## config.mk

```make
export PLATFORM = sky130hd
export DESIGN_NAME = posit_adder_8bit_rr_scheduler
export DESIGN_NICKNAME = d
export VERILOG_FILES = /design/src/rtl/posit8_pkg.sv /design/src/rtl/posit_adder_8bit.sv /design/src/rtl/posit_rr_arbiter.sv /design/src/rtl/posit_adder_8bit_rr_scheduler.sv
export SDC_FILE = /design/constraint.sdc
export NUM_CORES = 1
export LEC_CHECK = 0
export CELL_PAD_IN_SITES_DETAIL_PLACEMENT = 1
export CELL_PAD_IN_SITES_GLOBAL_PLACEMENT = 1
export CORE_MARGIN = 10
export CORE_UTILIZATION = 40
export CTS_BUF_LIST = sky130_fd_sc_hd__clkbuf_8
export DETAILED_ROUTE_END_ITERATION = 8
export PLACE_DENSITY_LB_ADDON = 0.1
export SYNTH_ARGS = -nofsm -noshare
export SYNTH_HDL_FRONTEND = slang
export SYNTH_SLANG_ARGS = --single-unit
```

## constraint.sdc

```tcl
create_clock -name clk -period 12.5 [get_ports clk]
set_input_delay 2.5 -clock clk [delete_from_list [all_inputs] [get_ports clk]]
set_output_delay 2.5 -clock clk [all_outputs]
set_load 0.01 [all_outputs]
```

## src/rtl/posit8_pkg.sv

```systemverilog
// Shared posit8 (es=0) constants, payload types and helpers for the posit schedulers.
package posit8_pkg;

   localparam int unsigned POSIT8_W    = 8;
   localparam logic [7:0]  POSIT8_NAR  = 8'h80;
   localparam logic [7:0]  POSIT8_ZERO = 8'h00;

   // Every posit8 es=0 value is an exact multiple of 2^-6; sums fit in 15 signed bits.
   localparam int unsigned P8_FIX_W = 15;

   typedef struct packed {
      logic [POSIT8_W-1:0] lhs;
      logic [POSIT8_W-1:0] rhs;
   } posit8_pair_t;

   function automatic int unsigned src_width(input int unsigned n);
      return $clog2(n);
   endfunction

endpackage

```

## src/rtl/posit_adder_8bit.sv

```systemverilog
// Combinational posit8 (es=0) adder: exact fixed-point sum, then round-to-nearest-even re-encode.
module posit_adder_8bit
   import posit8_pkg::*;
(
   input  logic [POSIT8_W-1:0] a_i,
   input  logic [POSIT8_W-1:0] b_i,
   output logic [POSIT8_W-1:0] sum_o
);

   function automatic logic signed [P8_FIX_W-1:0] p8_decode(input logic [7:0] p);
      logic [7:0]  m;
      logic        r0;
      logic [3:0]  run;
      logic        done;
      logic [3:0]  nf;
      logic [3:0]  sh;
      logic [6:0]  frac;
      logic [12:0] mant;
      logic [12:0] mag;
      m    = p[7] ? (8'd0 - p) : p;
      r0   = m[6];
      run  = 4'd1;
      done = 1'b0;
      for (int i = 5; i >= 0; i--) begin
         if (!done && (m[i] == r0)) run = run + 4'd1;
         else done = 1'b1;
      end
      nf   = (run >= 4'd6) ? 4'd0 : (4'd6 - run);
      frac = m[6:0] & ((7'd1 << nf) - 7'd1);
      sh   = 4'd0;
      if (r0) sh = (run == 4'd7) ? 4'd12 : ((run << 1) - 4'd1);
      mant = (13'd1 << nf) | 13'(frac);
      mag  = mant << sh;
      if (p == POSIT8_ZERO) mag = 13'd0;
      return p[7] ? -P8_FIX_W'(mag) : P8_FIX_W'(mag);
   endfunction

   function automatic logic [7:0] p8_encode(input logic signed [P8_FIX_W-1:0] s);
      logic [13:0] mg;
      logic [26:0] rg;
      logic [26:0] x;
      logic [6:0]  res;
      logic        g;
      logic        st;
      int          h;
      int          k;
      int          l;
      mg  = s[14] ? 14'(-s) : s[13:0];
      h   = 0;
      for (int i = 0; i < 14; i++) begin
         if (mg[i]) h = i;
      end
      k   = h - 6;
      res = 7'h7F;
      if (k < 6) begin
         if (k >= 0) begin
            l  = k + 2;
            rg = 27'(((1 << (k + 1)) - 1) << 1);
         end else begin
            l  = 1 - k;
            rg = 27'd1;
         end
         x   = (rg << (27 - l)) | ((27'(mg) & ((27'd1 << h) - 27'd1)) << (27 - l - h));
         res = x[26:20];
         g   = x[19];
         st  = |x[18:0];
         if (g && (st || res[0])) res = res + 7'd1;
      end
      if (s == '0) return POSIT8_ZERO;
      return s[14] ? (8'd0 - {1'b0, res}) : {1'b0, res};
   endfunction

   logic signed [P8_FIX_W-1:0] fix_sum;

   always_comb begin
      fix_sum = p8_decode(a_i) + p8_decode(b_i);
      sum_o   = p8_encode(fix_sum);
      if ((a_i == POSIT8_NAR) || (b_i == POSIT8_NAR)) sum_o = POSIT8_NAR;
   end

endmodule

```

## src/rtl/posit_rr_arbiter.sv

```systemverilog
// Combinational round-robin pick: first asserted request at or after ptr, wrapping N-1 -> 0.
module posit_rr_arbiter #(
   parameter  int unsigned N  = 4,
   localparam int unsigned IW = posit8_pkg::src_width(N)
) (
   input  logic [N-1:0]  req_i,
   input  logic [IW-1:0] ptr_i,
   output logic [N-1:0]  grant_o,
   output logic [IW-1:0] gidx_o,
   output logic          any_o
);

   localparam int unsigned SW = IW + 1;

   logic [SW-1:0] pos;
   logic [IW-1:0] idx;
   logic          found;

   always_comb begin
      grant_o = '0;
      gidx_o  = '0;
      any_o   = 1'b0;
      found   = 1'b0;
      pos     = '0;
      idx     = '0;
      for (int j = 0; j < N; j++) begin
         pos = {1'b0, ptr_i} + SW'(j);
         if (pos >= SW'(N)) pos = pos - SW'(N);
         idx = pos[IW-1:0];
         if (!found && req_i[idx]) begin
            found        = 1'b1;
            grant_o[idx] = 1'b1;
            gidx_o       = idx;
         end
      end
      any_o = found;
   end

endmodule

```

## src/rtl/posit_adder_8bit_rr_scheduler.sv

```systemverilog
// Round-robin sharing of one posit8 adder among NREQ requesters; operand and result register stages.
module posit_adder_8bit_rr_scheduler
   import posit8_pkg::*;
#(
   parameter  int unsigned NREQ = 4,
   localparam int unsigned SRCW = src_width(NREQ)
) (
   input  logic                     clk,
   input  logic                     rst,
   input  logic [NREQ-1:0]          req_valid,
   output logic [NREQ-1:0]          req_ready,
   input  logic [NREQ*POSIT8_W-1:0] req_lhs,
   input  logic [NREQ*POSIT8_W-1:0] req_rhs,
   output logic                     res_valid,
   input  logic                     res_ready,
   output logic [POSIT8_W-1:0]      res_sum,
   output logic [SRCW-1:0]          res_src,
   output logic [1:0]               inflight
);

   logic [SRCW-1:0]     ptr_q, ptr_d;
   logic                a_vld_q, a_vld_d;
   posit8_pair_t        a_pair_q, a_pair_d;
   logic [SRCW-1:0]     a_src_q, a_src_d;
   logic                res_valid_q, res_valid_d;
   logic [POSIT8_W-1:0] res_sum_q, res_sum_d;
   logic [SRCW-1:0]     res_src_q, res_src_d;
   logic [1:0]          inflight_q, inflight_d;

   logic [NREQ-1:0]     gnt;
   logic [SRCW-1:0]     gidx;
   logic                gnt_any;
   logic [POSIT8_W-1:0] add_sum;
   logic [POSIT8_W-1:0] lhs_arr [NREQ];
   logic [POSIT8_W-1:0] rhs_arr [NREQ];
   logic                b_take;
   logic                a_adv;
   logic                a_take;
   logic                accept;

   posit_rr_arbiter #(.N(NREQ)) u_arb (
      .req_i   (req_valid),
      .ptr_i   (ptr_q),
      .grant_o (gnt),
      .gidx_o  (gidx),
      .any_o   (gnt_any)
   );

   posit_adder_8bit u_add (
      .a_i   (a_pair_q.lhs),
      .b_i   (a_pair_q.rhs),
      .sum_o (add_sum)
   );

   always_comb begin
      for (int i = 0; i < NREQ; i++) begin
         lhs_arr[i] = req_lhs[i*POSIT8_W +: POSIT8_W];
         rhs_arr[i] = req_rhs[i*POSIT8_W +: POSIT8_W];
      end
   end

   // Handshake and next-state for both pipeline stages and the priority pointer.
   always_comb begin
      ptr_d       = ptr_q;
      a_vld_d     = a_vld_q;
      a_pair_d    = a_pair_q;
      a_src_d     = a_src_q;
      res_valid_d = res_valid_q;
      res_sum_d   = res_sum_q;
      res_src_d   = res_src_q;

      b_take    = ~res_valid_q | res_ready;
      a_adv     = a_vld_q & b_take;
      a_take    = ~a_vld_q | a_adv;
      accept    = gnt_any & a_take & ~rst;
      req_ready = rst ? '0 : (gnt & {NREQ{a_take}});

      if (a_adv) begin
         res_valid_d = 1'b1;
         res_sum_d   = add_sum;
         res_src_d   = a_src_q;
      end else if (res_ready) begin
         res_valid_d = 1'b0;
      end

      if (accept) begin
         a_vld_d      = 1'b1;
         a_pair_d.lhs = lhs_arr[gidx];
         a_pair_d.rhs = rhs_arr[gidx];
         a_src_d      = gidx;
         ptr_d        = (gidx == SRCW'(NREQ - 1)) ? '0 : (gidx + SRCW'(1));
      end else if (a_adv) begin
         a_vld_d = 1'b0;
      end

      inflight_d = {1'b0, a_vld_d} + {1'b0, res_valid_d};
   end

   always_ff @(posedge clk) begin
      if (rst) begin
         ptr_q       <= '0;
         a_vld_q     <= 1'b0;
         a_pair_q    <= '0;
         a_src_q     <= '0;
         res_valid_q <= 1'b0;
         res_sum_q   <= POSIT8_ZERO;
         res_src_q   <= '0;
         inflight_q  <= 2'd0;
      end else begin
         ptr_q       <= ptr_d;
         a_vld_q     <= a_vld_d;
         a_pair_q    <= a_pair_d;
         a_src_q     <= a_src_d;
         res_valid_q <= res_valid_d;
         res_sum_q   <= res_sum_d;
         res_src_q   <= res_src_d;
         inflight_q  <= inflight_d;
      end
   end

   assign res_valid = res_valid_q;
   assign res_sum   = res_sum_q;
   assign res_src   = res_src_q;
   assign inflight  = inflight_q;

endmodule

```

==> results of run 1 <==
[how the worst min path moves through the flow]
stage,from,end,slack [ns],cells after the start
after floorplan,a_src_q[0],res_src[0],0.44,2
after global placement,res_sum[1],res_sum[1],0.44,1
after detailed placement,res_sum[1],res_sum[1],0.45,1
after CTS,res_src[1],res_src[1],0.46,2
after global routing,a_src_q[1],res_src[1],0.49,2
final,res_sum[1],res_sum[1],0.46,1
[layout by cell type, fill, tap and decap left out, types with 33 or more instances in the layout]
cell,synthesis,layout
clkdlybuf4s50_1,0,87
a21oi_1,77,65
nand3_1,43,41
nor2_1,111,106
nand2_1,131,129
nor3_1,43,40
inv_1,40,38
dfxtp_1,34,33
o21ai_0,107,99
buf_4,1,118
xnor2_1,49,45
ha_1,56,50
[layout make-up]
type	instances	area (um2)	area share
timing repair buffer	212	1860	0.165
tap	275	344	0.0306
inverter	43	163	0.0144
multi-input combinational	1100	8120	0.721
sequential	34	682	0.0605
clock inverter	2	12.5	0.00111
clock buffer	6	82.6	0.00733
[metrics by stage]
step | cells | setup slack, ns | hold WS, ns
6_report | 1672 | 0.511 | 0.459
4_1_cts | 1655 | 0.00380 | 0.460
3_5_place_dp | 1644 | -0.327 | 0.446
2_1_floorplan | 1240 | 0.0553 | 0.443
3_3_place_gp | 1644 | 0.127 | 0.441
5_1_grt | 1672 | -0.132 | 0.488
[layer usage]
layer	vias to the layer above	GRT usage
met4	0	0.0625
met1	5061	0.279
li1	4951	-
met3	60	0.0335
met5	-	0
met2	221	0.386
[logic make-up (layout without fill, tap and decap cells)]
logic type | Yosys count | in the layout | synth area share
and+or+nand+nor | 477 | 477 | 0.280
AOI/OAI and AO/OA | 422 | 422 | 0.339
buffers and inverters | 106 | 263 | 0.0506
xor gates and xnor gates | 80 | 80 | 0.0875
muxes | 64 | 64 | 0.0818
adders and majority gates | 57 | 57 | 0.0831
DFF | 34 | 34 | 0.0784
[Yosys cell counts, types with 19 or more instances]
cell / number
a211oi_1: 19
a21oi_1: 77
clkbuf_1: 36
dfxtp_1: 34
ha_1: 56
inv_1: 40
mux2_2: 23
mux2i_1: 36
nand2_1: 131
nand2b_1: 19
nand3_1: 43
nand3b_1: 22
nor2_1: 111
nor3_1: 43
o21ai_0: 107
xnor2_1: 49
xor2_1: 24
[timing repair]
item / in CTS / in global routing
hold buffers: 0 / 0
endpoints found under the setup margin: 7 / 8
gates resized for setup: 22 / 92
gates cloned: 0 / 0
pin swaps: 4 / 23
setup buffers: 3 / 17
[flip-flops by register name (all words and copies together) (netlist names), named ones only]
signal	count
ptr_q	1
a_pair_q	16
res_src	2
res_valid	1
a_src_q	2
inflight	2
res_sum	8
a_vld_q	1
[worst max-delay path, delay by kind of cell, from the launching register on]
kind | cells | cell delay, ns
AOI/OAI and AO/OA | 25 | 4.53
buffers and inverters | 9 | 1.28
muxes | 2 | 0.55
and+or+nand+nor | 13 | 2.53
adders and majority gates | 6 | 1.63
xor gates and xnor gates | 5 | 1.02
DFF | 1 | 0.34
==> impl_metrics.toml, run 1 <==
[outcome]
outcome = "complete, no violations"

[yosys]
synth_top_area_frac = 0.0807
synth_edf_count = 0
ys.flop_type = "dfxtp_1"
syn-num-nets = 1368
syn_inst = 1240
syn_avg_cell_area_um2 = 7.00
yosysUniqueCellTypes = 106
ys_warn_count = 0
synth.area.top_cells = "ha_1, dfxtp_1, o21ai_0, nand2_1, xnor2_1"
yosysTopAreaCell = "ha_1"
synth.ff_latch_count = 34
ys_seq_area_frac = 0.0784
synth_async_sr_flop_share = 0
mappedNetlistArea_um2 = 8680

[setup_path]
r2r-end = "res_sum[6]"
reg2reg_depth = 60
cp_common_cell = "buf_4"
critPathSlowestCell = "o41a_1"
reg2reg_from = "a_pair_q[11]"
cp.required_ns = 12.73
cpPeakStageDelay_ns = 0.43
cp-start-kind = "flop"
crit_type = "flop to flop"
end_kind = "flop"
cp-startpoint = "a_pair_q[11]"
crit_fanout = 12
crit_end = "res_sum[6]"
rrSetupSlack_ns = 0.51
arrival_ns = 12.22

[clocking]
clockBufferDepth = 2
clockRootBuffer = "clkbuf_8"
cts_inserted_buffers = 5
htree_num_levels = 2
path_clk_slew_ns = 0.07
clk_latency_ns = 0.30
cts_tree = "done"
cts.sinks = 34

[final_layout]
final_area_um2 = 11300
area_delta_synth_final_pct = 29.8
fillCellCount = 2670
fin_nets = 1524
antenna_cells = 0
fin_util = 0.532
drive_gt1_frac = 0.204

[floorplan]
io_pins = 88
coreArea_um2 = 21200
initial_core_util = 0.410
row_count = 53
die_y_um = 167
dieArea_um2 = 28000
die_w_um = 167

[sta]
fin_setup_tns_ns = 0
slew_viol_final = 0
skew_ns = 0.00306
worst_pin_slew_ns = 1.15
max_freq_mhz = 83.4
maxSlewHeadroom = 0.235
finalHoldViolations = 0
finalSetupViolCount = 0
period_share = 0.959
period_minus_slack_ns = 11.99

[routing]
dr.pass1.iters = 4
vias = 10293
wl_met2_um = 16800
wl_met1_um = 15200
ant_nets = 0
dr.max_layer_used = "met4"
drt_iter0_drc = 617
wl_per_cell_um = 20.4
drt_wl_total_um = 34100
met3_wirelength_um = 1360
drc = 0
vias_per_cell = 6.16

[global_routing]
grt_max_degree = 39
antenna_found_initial = 0
grt_use_total = 0.223
gr-total-overflow = 0
grt_pass1_vias = 10296
grt_pass1_wl_um = 53700

[placed_design]
placed_cell_area_um2 = 10400
place_congestion = 0.951
io_buffers = 87
place_hpwl_um = 27500

[worst_hold_path]
min_path_type = "flop to flop"

[run]
maxCapViolCount = 0
Power of run 1 is left out: the tool's default activity adds up to more than one toggle a clock period on the data nets, which glitch-free logic cannot reach.
==> run 2, diff against run 1 <==
- ABC_AREA: not set -> 1
- CORE_UTILIZATION: 40 -> 37
==> run 2 against run 1 <==
Against the previous run: via count is 6.4% lower; synthesized cell count grew 17%; final area decreased by 14%; hold slack improved by 0.0029 ns; fmax grew 6.7%; first-iteration DRC count shrank 34%; die area increased by 0.67%; critical path type unchanged.
==> impl_metrics.toml, run 2 <==
[outcome]
outcome = "complete, no violations"

[sta]
maxSlewHeadroom = 0.496
period_minus_slack_ns = 11.24
period_share = 0.899
slew_viol_final = 0
worst_pin_slew_ns = 0.755
finalHoldViolations = 0
skew_ns = 0.0100
max_freq_mhz = 89.0
finalSetupViolCount = 0

[floorplan]
dieArea_um2 = 28200
initial_core_util = 0.373
die_y_um = 168
io_pins = 88
die_w_um = 168
row_count = 54
coreArea_um2 = 21700

[yosys]
synth.ff_latch_count = 34
netlist_top_cells_count = "nand2_1, nand3_1, inv_1, nor2_1, o21ai_0"
ys.flop_type = "dfxtp_1"
synth_top_area_frac = 0.184
syn-num-nets = 1583
ys_seq_area_frac = 0.0842
synth_edf_count = 0
syn_avg_cell_area_um2 = 5.56
yosysMostFrequentCell = "nand2_1"
synth.area.top_cells = "nand2_1, nand3_1, ha_1, dfxtp_1, inv_1"
syn_inst = 1455
yosysTopAreaCell = "nand2_1"
yosysUniqueCellTypes = 52
synth_async_sr_flop_share = 0
mappedNetlistArea_um2 = 8090
ys_warn_count = 0

[routing]
wl_per_cell_um = 15.6
vias_per_cell = 5.26
ant_nets = 0
drt_iter0_drc = 407
drc = 0
dr.pass1.iters = 4
vias = 9638
drt_wl_total_um = 28600

[setup_path]
critPathSlowestCell = "o21ai_0"
cp-start-kind = "flop"
cpPeakStageDelay_ns = 0.39
cp_common_cell = "nand2_1"
cp.required_ns = 12.67
arrival_ns = 11.41
crit_fanout = 12
crit_type = "flop to flop"
end_kind = "flop"

[final_layout]
fillCellCount = 3088
largest_reg_flops = 16
drive_gt1_frac = 0.130
regMostFlops = "a_pair_q"
layout_common_cells = "nand2_1, nand3_1, inv_1, nor2_1, clkdlybuf4s50_1"
fin_util = 0.446
fin_nets = 1682
layout_commonest_cell = "nand2_1"
antenna_cells = 0
area_delta_synth_final_pct = 19.6

[global_routing]
antenna_found_initial = 0
grt_max_degree = 39
gr-total-overflow = 0
grt_pass1_vias = 9670
grt_use_total = 0.195
grt_pass1_wl_um = 47700

[run]
maxCapViolCount = 0

[clocking]
clk_latency_ns = 0.30
cts_inserted_buffers = 5
postCtsHoldBufs = 0
clockBufferDepth = 2
cts_tree = "done"
clockRootBuffer = "clkbuf_8"
htree_num_levels = 2
cts.sinks = 34
path_clk_slew_ns = 0.07

[worst_hold_path]
min_path_type = "flop to flop"

[placed_design]
place_hpwl_um = 24200
place_congestion = 0.888
io_buffers = 87
==> run 2: changes by cell type in the layout (fill, tap and decap cells not counted), sizes merged, moves of 19 or more <==
cell and change:
nand2 +296, nand2b -19, nor2 +51, o31ai -19, mux2 -25, buf -78
inv +158, nor3 -33, nand4 +40, nand3 +131, xnor2 -32, mux2i -36
==> run 2: worst max-delay path, delay by kind of cell (launching register included) <==
family          cells  cell delay, ns
fa+ha+maj           7            1.83
xor+xnor            5            1.07
simple gates       41            4.60
flops               1            0.33
buf+inv            14            1.14
compound gates     14            2.08
==> run 2: cell type report <==
cell class	count	area (um2)	area share
clock buffer	6	82.6	0.00854
inverter	201	771	0.0797
timing repair buffer	134	1240	0.129
clock inverter	1	30.0	0.00310
tap	280	350	0.0362
multi-input combinational	1178	6520	0.673
sequential	34	682	0.0705
==> run 2: stage by stage <==
stage	instance area [um2]	TNS [ns]	setup WS (ns)	cells	hold WS (ns)
final	9670	0	1.26	1834	0.462
after global routing	9670	-0.00932	-0.00932	1834	0.503
after CTS	9520	0	0.378	1828	0.464
after detailed placement	9410	0	0.438	1821	0.454
after global placement	9410	0	0.802	1821	0.453
after floorplan	8090	0	2.11	1455	0.442
==> run 2: path summary, 6_finish.rpt <==
kind	from	to	slack (ns)	depth (start not counted)
worst max-delay path	a_pair_q[8]	res_sum[2]	1.26	81
worst min-delay path	a_src_q[0]	a_src_q[0]	0.46	2
worst max register to register	a_pair_q[8]	res_sum[2]	1.26	81
worst min register to register	a_src_q[0]	a_src_q[0]	0.46	2
==> run 2: cells by family (layout without fill, tap and decap cells) <==
kind of cell,after synthesis,in the layout,synth area share
xor gates and xnor gates,53,53,0.0583
DFF,34,34,0.0842
buffers and inverters,243,342,0.122
adders and majority gates,57,57,0.0891
and+or+nand+nor,837,837,0.485
AOI/OAI and AO/OA,231,231,0.161
==> run 2: timing repair <==
item,in CTS,in global routing
setup buffers,0,6
hold endpoints to repair,0,0
gates resized for setup,0,32
setup endpoints to repair,0,8
==> run 2: routing by layer <==
layer / wire length [um] / GRT usage / up-vias / part of all wire
met5: 0 / 0 / - / 0
met4: 294 / 0.0295 / 0 / 0.010
met3: 1290 / 0.0272 / 17 / 0.045
met2: 13300 / 0.335 / 170 / 0.47
met1: 13700 / 0.257 / 4490 / 0.48
li1: - / - / 4961 / -
Power of run 2 is left out for the same reason.
==> run 3, diff against run 2 <==
- SKIP_LAST_GASP: not set -> 1
==> results of run 3 <==
Final layout, timing and power as in run 2 (identical DEF).
Power of run 3 is left out for the same reason.
